<file path="src/rtl/trng_pkg.sv">
// rtl/trng_pkg.sv - shared types and constants for the TRNG sampler
package trng_pkg;

    localparam int OUT_WIDTH     = 32;
    localparam int RCT_CNT_WIDTH = 8;

    typedef enum logic [2:0] {
        IDLE,
        REQ,
        RELEASE,
        HOLD,
        FAIL
    } trng_state_t;

endpackage

</file>
<file path="src/rtl/trng_sync.sv">
// rtl/trng_sync.sv - two-flop synchronizer for a single asynchronous bit
module trng_sync (
    input  logic clk,
    input  logic reset,
    input  logic d,
    output logic q
);

    logic meta;

    // Two back-to-back flops give the first stage a full cycle to resolve.
    always_ff @(posedge clk or posedge reset) begin
        if (reset) begin
            meta <= 1'b0;
            q    <= 1'b0;
        end else begin
            meta <= d;
            q    <= meta;
        end
    end

endmodule

</file>
<file path="src/rtl/trng_sampler.sv">
// rtl/trng_sampler.sv - TRNG handshake, sample packer and repetition-count health test
module trng_sampler
    import trng_pkg::*;
#(
    parameter int TRNG_WIDTH = 4,
    parameter int RCT_CUTOFF = 16
) (
    input  logic                  clk,
    input  logic                  reset,
    output logic                  trng_req,
    input  logic [TRNG_WIDTH-1:0] trng_word,
    input  logic                  trng_valid,
    output logic [OUT_WIDTH-1:0]  rand_word,
    output logic                  rand_valid,
    input  logic                  rand_ready,
    output logic                  health_fail
);

    localparam int N  = OUT_WIDTH / TRNG_WIDTH;
    localparam int CW = $clog2(N + 1);
    localparam logic [CW-1:0] LAST = CW'(N - 1);
    localparam logic [CW-1:0] FULL = CW'(N);
    localparam logic [RCT_CNT_WIDTH-1:0] CUTOFF  = RCT_CNT_WIDTH'(RCT_CUTOFF);
    localparam logic [RCT_CNT_WIDTH-1:0] RUN_MAX = '1;
    localparam logic [RCT_CNT_WIDTH-1:0] RUN_ONE = RCT_CNT_WIDTH'(1);

    trng_state_t              state;
    trng_state_t              state_next;
    logic                     vsync;
    logic [1:0]               settle_cnt;
    logic                     settle_done;
    logic [OUT_WIDTH-1:0]     pack_reg;
    logic [OUT_WIDTH-1:0]     pack_next;
    logic [CW-1:0]            pack_cnt;
    logic [TRNG_WIDTH-1:0]    prev_sample;
    logic [RCT_CNT_WIDTH-1:0] run_cnt;
    logic [RCT_CNT_WIDTH-1:0] run_next;
    logic                     capture;
    logic                     fill_now;
    logic                     fail_now;
    logic                     pack_full;
    logic                     out_free;
    logic                     xfer;
    logic                     move;
    logic [OUT_WIDTH-1:0]     move_word;

    trng_sync u_valid_sync (
        .clk   (clk),
        .reset (reset),
        .d     (trng_valid),
        .q     (vsync)
    );

    assign settle_done = (settle_cnt == 2'd2);
    assign capture     = (state == REQ) && vsync;
    assign fill_now    = capture && (pack_cnt == LAST);
    assign fail_now    = capture && (run_next >= CUTOFF);
    assign pack_full   = (pack_cnt == FULL);
    assign xfer        = rand_valid && rand_ready;
    assign out_free    = !rand_valid || rand_ready;
    // A completed word leaves the packer whenever the output slot is free or drains this edge.
    assign move        = !fail_now && out_free && (fill_now || pack_full);
    assign move_word   = fill_now ? pack_next : pack_reg;

    // Packer contents with the incoming sample dropped into the next free slot.
    always_comb begin
        pack_next = pack_reg;
        for (int k = 0; k < N; k++) begin
            if (pack_cnt == CW'(k)) begin
                pack_next[k*TRNG_WIDTH +: TRNG_WIDTH] = trng_word;
            end
        end
    end

    // Run length including the sample being captured; first sample after reset starts at 1.
    always_comb begin
        run_next = RUN_ONE;
        if (run_cnt != '0 && trng_word == prev_sample) begin
            run_next = (run_cnt == RUN_MAX) ? run_cnt : run_cnt + RUN_ONE;
        end
    end

    // Handshake sequencing; IDLE waits for the synchronizer to refill after reset.
    always_comb begin
        state_next = state;
        case (state)
            IDLE:    if (settle_done && !vsync) state_next = REQ;
            REQ:     if (capture) state_next = fail_now ? FAIL : RELEASE;
            RELEASE: if (!vsync) state_next = (pack_full && !move) ? HOLD : REQ;
            HOLD:    if (move) state_next = REQ;
            FAIL:    state_next = FAIL;
            default: state_next = IDLE;
        endcase
    end

    // State register; trng_req is registered from the next state so it is glitch-free.
    always_ff @(posedge clk or posedge reset) begin
        if (reset) begin
            state      <= IDLE;
            trng_req   <= 1'b0;
            settle_cnt <= 2'd0;
        end else begin
            state    <= state_next;
            trng_req <= (state_next == REQ);
            if (!settle_done) settle_cnt <= settle_cnt + 2'd1;
        end
    end

    // Packer fill/flush and the repetition-count tracker.
    always_ff @(posedge clk or posedge reset) begin
        if (reset) begin
            pack_reg    <= '0;
            pack_cnt    <= '0;
            prev_sample <= '0;
            run_cnt     <= '0;
            health_fail <= 1'b0;
        end else begin
            if (capture) begin
                prev_sample <= trng_word;
                run_cnt     <= run_next;
            end
            if (fail_now) begin
                health_fail <= 1'b1;
                pack_reg    <= '0;
                pack_cnt    <= '0;
            end else if (move) begin
                pack_cnt <= '0;
            end else if (capture) begin
                pack_reg <= pack_next;
                pack_cnt <= pack_cnt + CW'(1);
            end
        end
    end

    // Output register: a failure withdraws any presented word and keeps it withdrawn.
    always_ff @(posedge clk or posedge reset) begin
        if (reset) begin
            rand_word  <= '0;
            rand_valid <= 1'b0;
        end else if (fail_now || state == FAIL) begin
            rand_valid <= 1'b0;
        end else if (move) begin
            rand_word  <= move_word;
            rand_valid <= 1'b1;
        end else if (xfer) begin
            rand_valid <= 1'b0;
        end
    end

endmodule

</file>
<file path="config.mk">
export PLATFORM = sky130hd
export DESIGN_NAME = trng_sampler
export DESIGN_NICKNAME = d
export VERILOG_FILES = /design/src/rtl/trng_pkg.sv /design/src/rtl/trng_sync.sv /design/src/rtl/trng_sampler.sv
export SDC_FILE = /design/constraint.sdc
export NUM_CORES = 1
export LEC_CHECK = 0
export BUFFER_PORTS_ARGS = -buffer_cell sky130_fd_sc_hd__buf_2
export CORE_MARGIN = 4
export CORE_UTILIZATION = 60
export CTS_CLUSTER_SIZE = 12
export DETAILED_ROUTE_END_ITERATION = 6
export PLACE_DENSITY = 0.86
export SLEW_MARGIN = 0
export SYNTH_ARGS = -nofsm -noshare
export SYNTH_HDL_FRONTEND = slang
export SYNTH_SLANG_ARGS = --single-unit
</file>
<file path="constraint.sdc">
create_clock -name clk -period 8.1 [get_ports clk]
set_input_delay 0.81 -clock clk [delete_from_list [all_inputs] [get_ports clk]]
set_output_delay 0.81 -clock clk [all_outputs]
set_load 0.05 [all_outputs]
</file>
==> impl_metrics.toml, run 1 <==
[run_status]
outcome = "complete, no violations"

[global_routing]
antenna_found_initial = 0
grt_max_degree = 91
grt_busiest_layer = "met2"
gr-usage-met1_pct = 28.3
grt_use_total_pct = 20.9
grt_overflow = 0
use_met2_pct = 33.0
grt_pass1_vias = 2963
met3_usage_pct = 5.31
grt_pass1_wl_um = 14300

[placement]
gp_congestion = 0.847
place_area_sq_mm = 0.00455
dp_hpwl_um = 5750
port_buffers = 42

[detailed_routing]
drt-total-wl_um = 8530
wl_per_cell_um = 16.1
drt_iter0_markers = 258
avgViaCountPerCell = 5.67
ant_nets = 0
dr_total_vias = 3007
drt-pass1-iter-count = 4
drc = 0

[die]
core_area_sq_mm = 0.00691
ioPinCount = 43
fp-row-count = 30
die_h_um = 93.1
start_util_pct = 62.9
fp.dieW_um = 93.1
die_area_sq_mm = 0.00866

[timing]
tightest_slew_ps = 1230
rsz0062_at_grt = "false"
finalCritPeriodShare_pct = 43.5
setup-tns-final_ps = 0
finalMaxSlewViolations = 0
max_freq_mhz = 284
setup_violations = 0
finalCriticalPeriod_ps = 3520
skew_ps = 8.71
finalHoldViolCount = 0
maxSlewHeadroom_pct = 18.3

[synth]
synth_area_leaders = "dfrtp_1 (52%), mux2_4 (10%), nand2_1 (5.3%)"
yosysTopAreaCell = "dfrtp_1"
synth-async-reset-ratio_pct = 100
synth_seq_cells = 90
ys_warn_count = 0
synth_nets = 416
synth.distinct_cells = 47
synth_area_sq_mm = 0.00434
synth_edf_count = 0
synthTopCellsByCount = "dfrtp_1 (90), nand2_1 (61), nand3_1 (40)"
synthFlopType = "dfrtp_1"
syn_inst = 401
ys_seq_area_share_pct = 51.9
synth_top_area_share_pct = 51.9
post-synth-top-count-cell = "dfrtp_1"
synth_area_per_cell_sq_um = 10.8

[worst_setup_path]
crit_type = "reg -> reg"
crit_chain = "inv_1 -> ha_1 -> nor4b_2 -> a211oi_1 -> and3_1 -> o211a_1 -> nor3_4 -> buf_4 -> mux2_4"
worstPathRequired_ps = 8340
crit_buf_inv = 2
start_kind = "flip-flop"
crit_arrival_ps = 3760
slowest_delay_ps = 1020
worstSetupEndpointType = "flip-flop"
cp_max_fo = 37
slowest_stage = "o211a_1"
critPathTopFamily = "compound AO/OA/AOI/OAI gates"

[clocking]
cts_made_buffers = 9
cts_setup_buffers = 0
clockBufferDepth = 2
cts_tree = "done"
htree_levels = 3
hold_buffers = 0
cts.sink_count = 90
insertion_delay_ps = 360
clk_pin_slew_ps = 90
cts_resized = 0
clockRootBuffer = "clkbuf_8"

[power]
p_leak_nw = 2.32
peakVddDrop_mv = 0.156
pwr_density_cell_mw_per_mm2 = 301

[final_layout]
n_antenna_cell = 0
finalInstanceArea_sq_mm = 0.00474
final_layout_size_suffix_gt1_share_pct = 27.6
nets = 444
syn_to_final_growth_pct = 9.11

[hold_path]
worstHoldPathType = "reg -> reg"

[run]
maxCapViolations = 0
==> placed cells by master, fill, tap and decap left out, types with 2 or more instances in the layout <==
cell type  netlist  layout
xor2_1           3       3
and3_1           4       4
ha_1             7       7
nand2_1         61      61
nor3_1           6       5
o21ai_0         12      12
buf_2            2      42
a31oi_1          4       4
buf_4            0       4
clkinv_4         0       2
a21oi_1         39      39
dfrtp_1         90      90
inv_1            8       7
clkbuf_8         0      10
nor2b_1          4       4
mux2_2          18      18
xnor2_1          3       3
clkinv_2         0       2
and2_0           3       3
or2_2            3       3
nand2b_1         2       2
mux2_4          30      30
nand3_1         40      40
nor2_1          10      10
==> per-layer routing <==
layer | wire length (um) | up-vias
li1 | - | 1443
met1 | 3820 | 1461
met2 | 4110 | 95
met3 | 520 | 8
met4 | 72 | 0
met5 | 0 | -
==> per-stage QoR <==
| step | total power [W] | setup slack (ps) | hold slack (ps) | cells | util [%] |
|---|---|---|---|---|---|
| after floorplan | 0.00104 | 4950 | 331 | 401 | - |
| after global placement | 0.00113 | 4380 | 337 | 514 | 65.9 |
| after detailed placement | 0.00115 | 4300 | 337 | 514 | 65.9 |
| after CTS | 0.00144 | 4640 | 357 | 530 | 68.6 |
| after global routing | 0.00152 | 4350 | 368 | 530 | 68.6 |
| final | 0.00143 | 4580 | 356 | 530 | 68.6 |
==> power breakdown <==
group | leakage, nW | internal (W) | switching, W
registers | 1.19 | 0.000567 | 0.0000808
clock network | 0.0948 | 0.000124 | 0.000163
logic | 1.03 | 0.000175 | 0.000318
total | 2.32 | 0.000865 | 0.000561
==> path summary, 6_finish.rpt <==
kind                                   start        endpoint  slack, ps  cells after the start
max                               run_cnt[0]    rand_word[1]       4580                      9
min                        u_valid_sync.meta  u_valid_sync.q        360                      0
max reg2reg                       run_cnt[0]    rand_word[1]       4580                      9
min reg2reg                u_valid_sync.meta  u_valid_sync.q        360                      0
max in group asynchronous              reset  prev_sample[3]       6620                      3
min in group asynchronous              reset        trng_req        800                      3
==> cell families after synthesis <==
family | synth area share (%)
adders and majority gates | 2.02
AOI/OAI and AO/OA | 8.88
buffers and inverters | 4.47
xor gates and xnor gates | 1.21
and+or+nand+nor | 16.3
DFF | 51.9
muxes | 15.3
==> worst reg2reg max path, stage by stage (launching register included) <==
cell      delay (ps)
dfrtp_1          420
inv_1             80
ha_1             200
nor4b_2          160
a211oi_1         290
and3_1           350
o211a_1         1020
nor3_4           170
buf_4            350
mux2_4           380
==> area by class of cell <==
| class | count | area [sq um] |
|---|---|---|
| Multi-Input combinational cell | 274 | 1910 |
| Clock buffer | 10 | 138 |
| Timing Repair Buffer | 46 | 240 |
| Clock inverter | 6 | 50.0 |
| Sequential cell | 90 | 2250 |
| Inverter | 8 | 31.3 |
| Fill cell | 535 | 2170 |
| Tap cell | 96 | 120 |
(Power assumes the default switching activity.)
==> inputs of run 2 (changes only) <==
- ABC_AREA: unset -> 1
- CORE_UTILIZATION: 60 -> 54
- PLACE_DENSITY: 0.86 -> 0.81
- clock period: 8.1 -> 3.1 ns (I/O delays scaled with it)
==> impl_metrics.toml, run 2 <==
[run_status]
outcome = "complete, no violations"

[worst_setup_path]
worstRegToRegCells = 12
worstPathRequired_ps = 3340
slowest_delay_ps = 410
crit_chain = "ha_1 -> nand2_1 -> inv_1 -> nand3_1 -> nand3_1 -> o21ai_2 -> nand2_2 -> nand2_4 -> nand3_4 -> buf_12 -> nand2_1 -> o21ai_2"
crit_type = "reg -> reg"
startpoint = "run_cnt[0]"
cp_max_fo = 37
critical_path_depth = 12
worstSetupEndpointType = "flip-flop"
crit_arrival_ps = 2700
start_kind = "flip-flop"
crit_buf_inv = 2
slowest_stage = "dfrtp_1"
critPathTopFamily = "simple AND/OR/NAND/NOR gates"
regToRegStartpoint = "run_cnt[0]"

[synth]
synth_area_per_cell_sq_um = 8.07
synth-async-reset-ratio_pct = 100
synth_top_area_share_pct = 48.0
synth_nets = 597
ys_seq_area_share_pct = 48.0
ys_warn_count = 0
synth.distinct_cells = 29
synth_area_sq_mm = 0.00469
synth_seq_cells = 90
post-synth-top-count-cell = "nand2_1"
synth_area_leaders = "dfrtp_1 (48%), nand2_1 (17%), o21ai_2 (6.3%)"
synth_edf_count = 0
yosysTopAreaCell = "dfrtp_1"
syn_inst = 582
synthFlopType = "dfrtp_1"
synthTopCellsByCount = "nand2_1 (213), dfrtp_1 (90), inv_1 (63)"

[run]
maxCapViolations = 0

[clocking]
cts_made_buffers = 9
clockRootBuffer = "clkbuf_8"
clk_pin_slew_ps = 90
cts_tree = "done"
insertion_delay_ps = 360
cts.sink_count = 90
clockBufferDepth = 2
htree_levels = 3

[final_layout]
nets = 631
final_cell_mix = "nand2_1 (213), dfrtp_1 (90), inv_1 (62), o21ai_0 (47), buf_2 (42)"
layout_commonest_cell = "nand2_1"
final_layout_size_suffix_gt1_share_pct = 18.4
syn_to_final_growth_pct = 10.4
n_antenna_cell = 0

[placement]
port_buffers = 42
dp_hpwl_um = 6600
gp_congestion = 0.861

[timing]
finalCriticalPeriod_ps = 2470
max_freq_mhz = 406
setup-tns-final_ps = 0
hold_ws_ps = 55.4
skew_ps = 8.40
finalMaxSlewViolations = 0
tightest_slew_ps = 509
setup_violations = 0
rsz0062_at_grt = "false"
maxSlewHeadroom_pct = 66.1
finalCritPeriodShare_pct = 79.5
finalHoldViolCount = 0

[global_routing]
grt_pass1_vias = 3580
grt_max_degree = 47
antenna_found_initial = 0
grt_pass1_wl_um = 16400
grt_use_total_pct = 19.8
grt_overflow = 0

[detailed_routing]
drt-pass1-iter-count = 5
drc = 0
ant_nets = 0
drt_iter0_markers = 271
dr_total_vias = 3895
wl_per_cell_um = 13.5
avgViaCountPerCell = 5.37
drt-total-wl_um = 9760

[die]
core_area_sq_mm = 0.00834
ioPinCount = 43
fp.dieW_um = 101
die_h_um = 101
fp-row-count = 33
start_util_pct = 56.3
die_area_sq_mm = 0.0102

[hold_path]
holdCritStartpoint = "trng_valid"
hold_path_depth = 1
worstHoldPathType = "in -> reg"

[power]
pwr_density_cell_mw_per_mm2 = 958
power_w = 0.00497
p_leak_nw = 2.66
peakVddDrop_mv = 0.369
## run 2: cell count changes in the layout (fill, tap and decap cells not counted), sizes merged, moves of 5 or more
cell   delta
inv      +55
mux2     -48
nand3    -14
nor2      +7
and3      -5
a21oi    -36
o21ai    +69
nand2   +157
nor3      -6
nand4    +33
## run 2: stage by stage
step / area, sq um / util (%) / cells / setup slack, ps
floorplan: 4690 / - / 582 / 455
global placement: 4940 / 59.2 / 709 / 784
detailed placement: 4940 / 59.2 / 709 / 683
CTS: 5180 / 62.2 / 725 / 637
global route: 5180 / 62.2 / 725 / 386
finish: 5180 / 62.2 / 725 / 634
## run 2: report_power, final
part	total (W)	switching (W)	internal [W]
Combinational	0.00214	0.00154	0.000605
Sequential	0.00187	0.000291	0.00158
Clock	0.000959	0.000424	0.000535
Total	0.00497	0.00225	0.00272
## run 2: cell type report
cell class	instances	area, sq um
multi-input combinational	400	2030
clock buffer	9	124
tap	105	131
fill	695	3160
inverter	64	241
timing repair buffer	51	293
sequential	90	2250
clock inverter	6	115
## run 2: cell families (layout without fill, tap and decap cells)
family	after synthesis	in the layout	share of synthesized area, %
AOI/OAI and AO/OA	92	92	12.9
adders and majority gates	7	7	1.87
DFF	90	90	48.0
buffers and inverters	92	130	8.90
and+or+nand+nor	296	296	27.4
xor gates and xnor gates	5	5	0.933
## run 2: worst paths after layout
check	end	slack, ps
setup reg to reg	rand_word[31]	630
max in group asynchronous	pack_reg[31]	1820
hold reg to reg	u_valid_sync.q	370
setup / recovery	rand_word[31]	630
min in group asynchronous	rand_word[8]	500
hold / removal	u_valid_sync.meta	60
## run 2: routing by layer
layer	vias to the layer above	GRT usage, %	part of all wire [%]
met5	-	0	0
met4	0	7.57	1.2
met3	11	3.51	5.5
met2	124	32.2	46
met1	1820	26.4	47
li1	1940	-	-
## run 2: timing repair
item,in CTS,in global routing
resized for setup,0,0
hold endpoints to repair,29,0
setup buffers,0,0
hold buffers,1,0
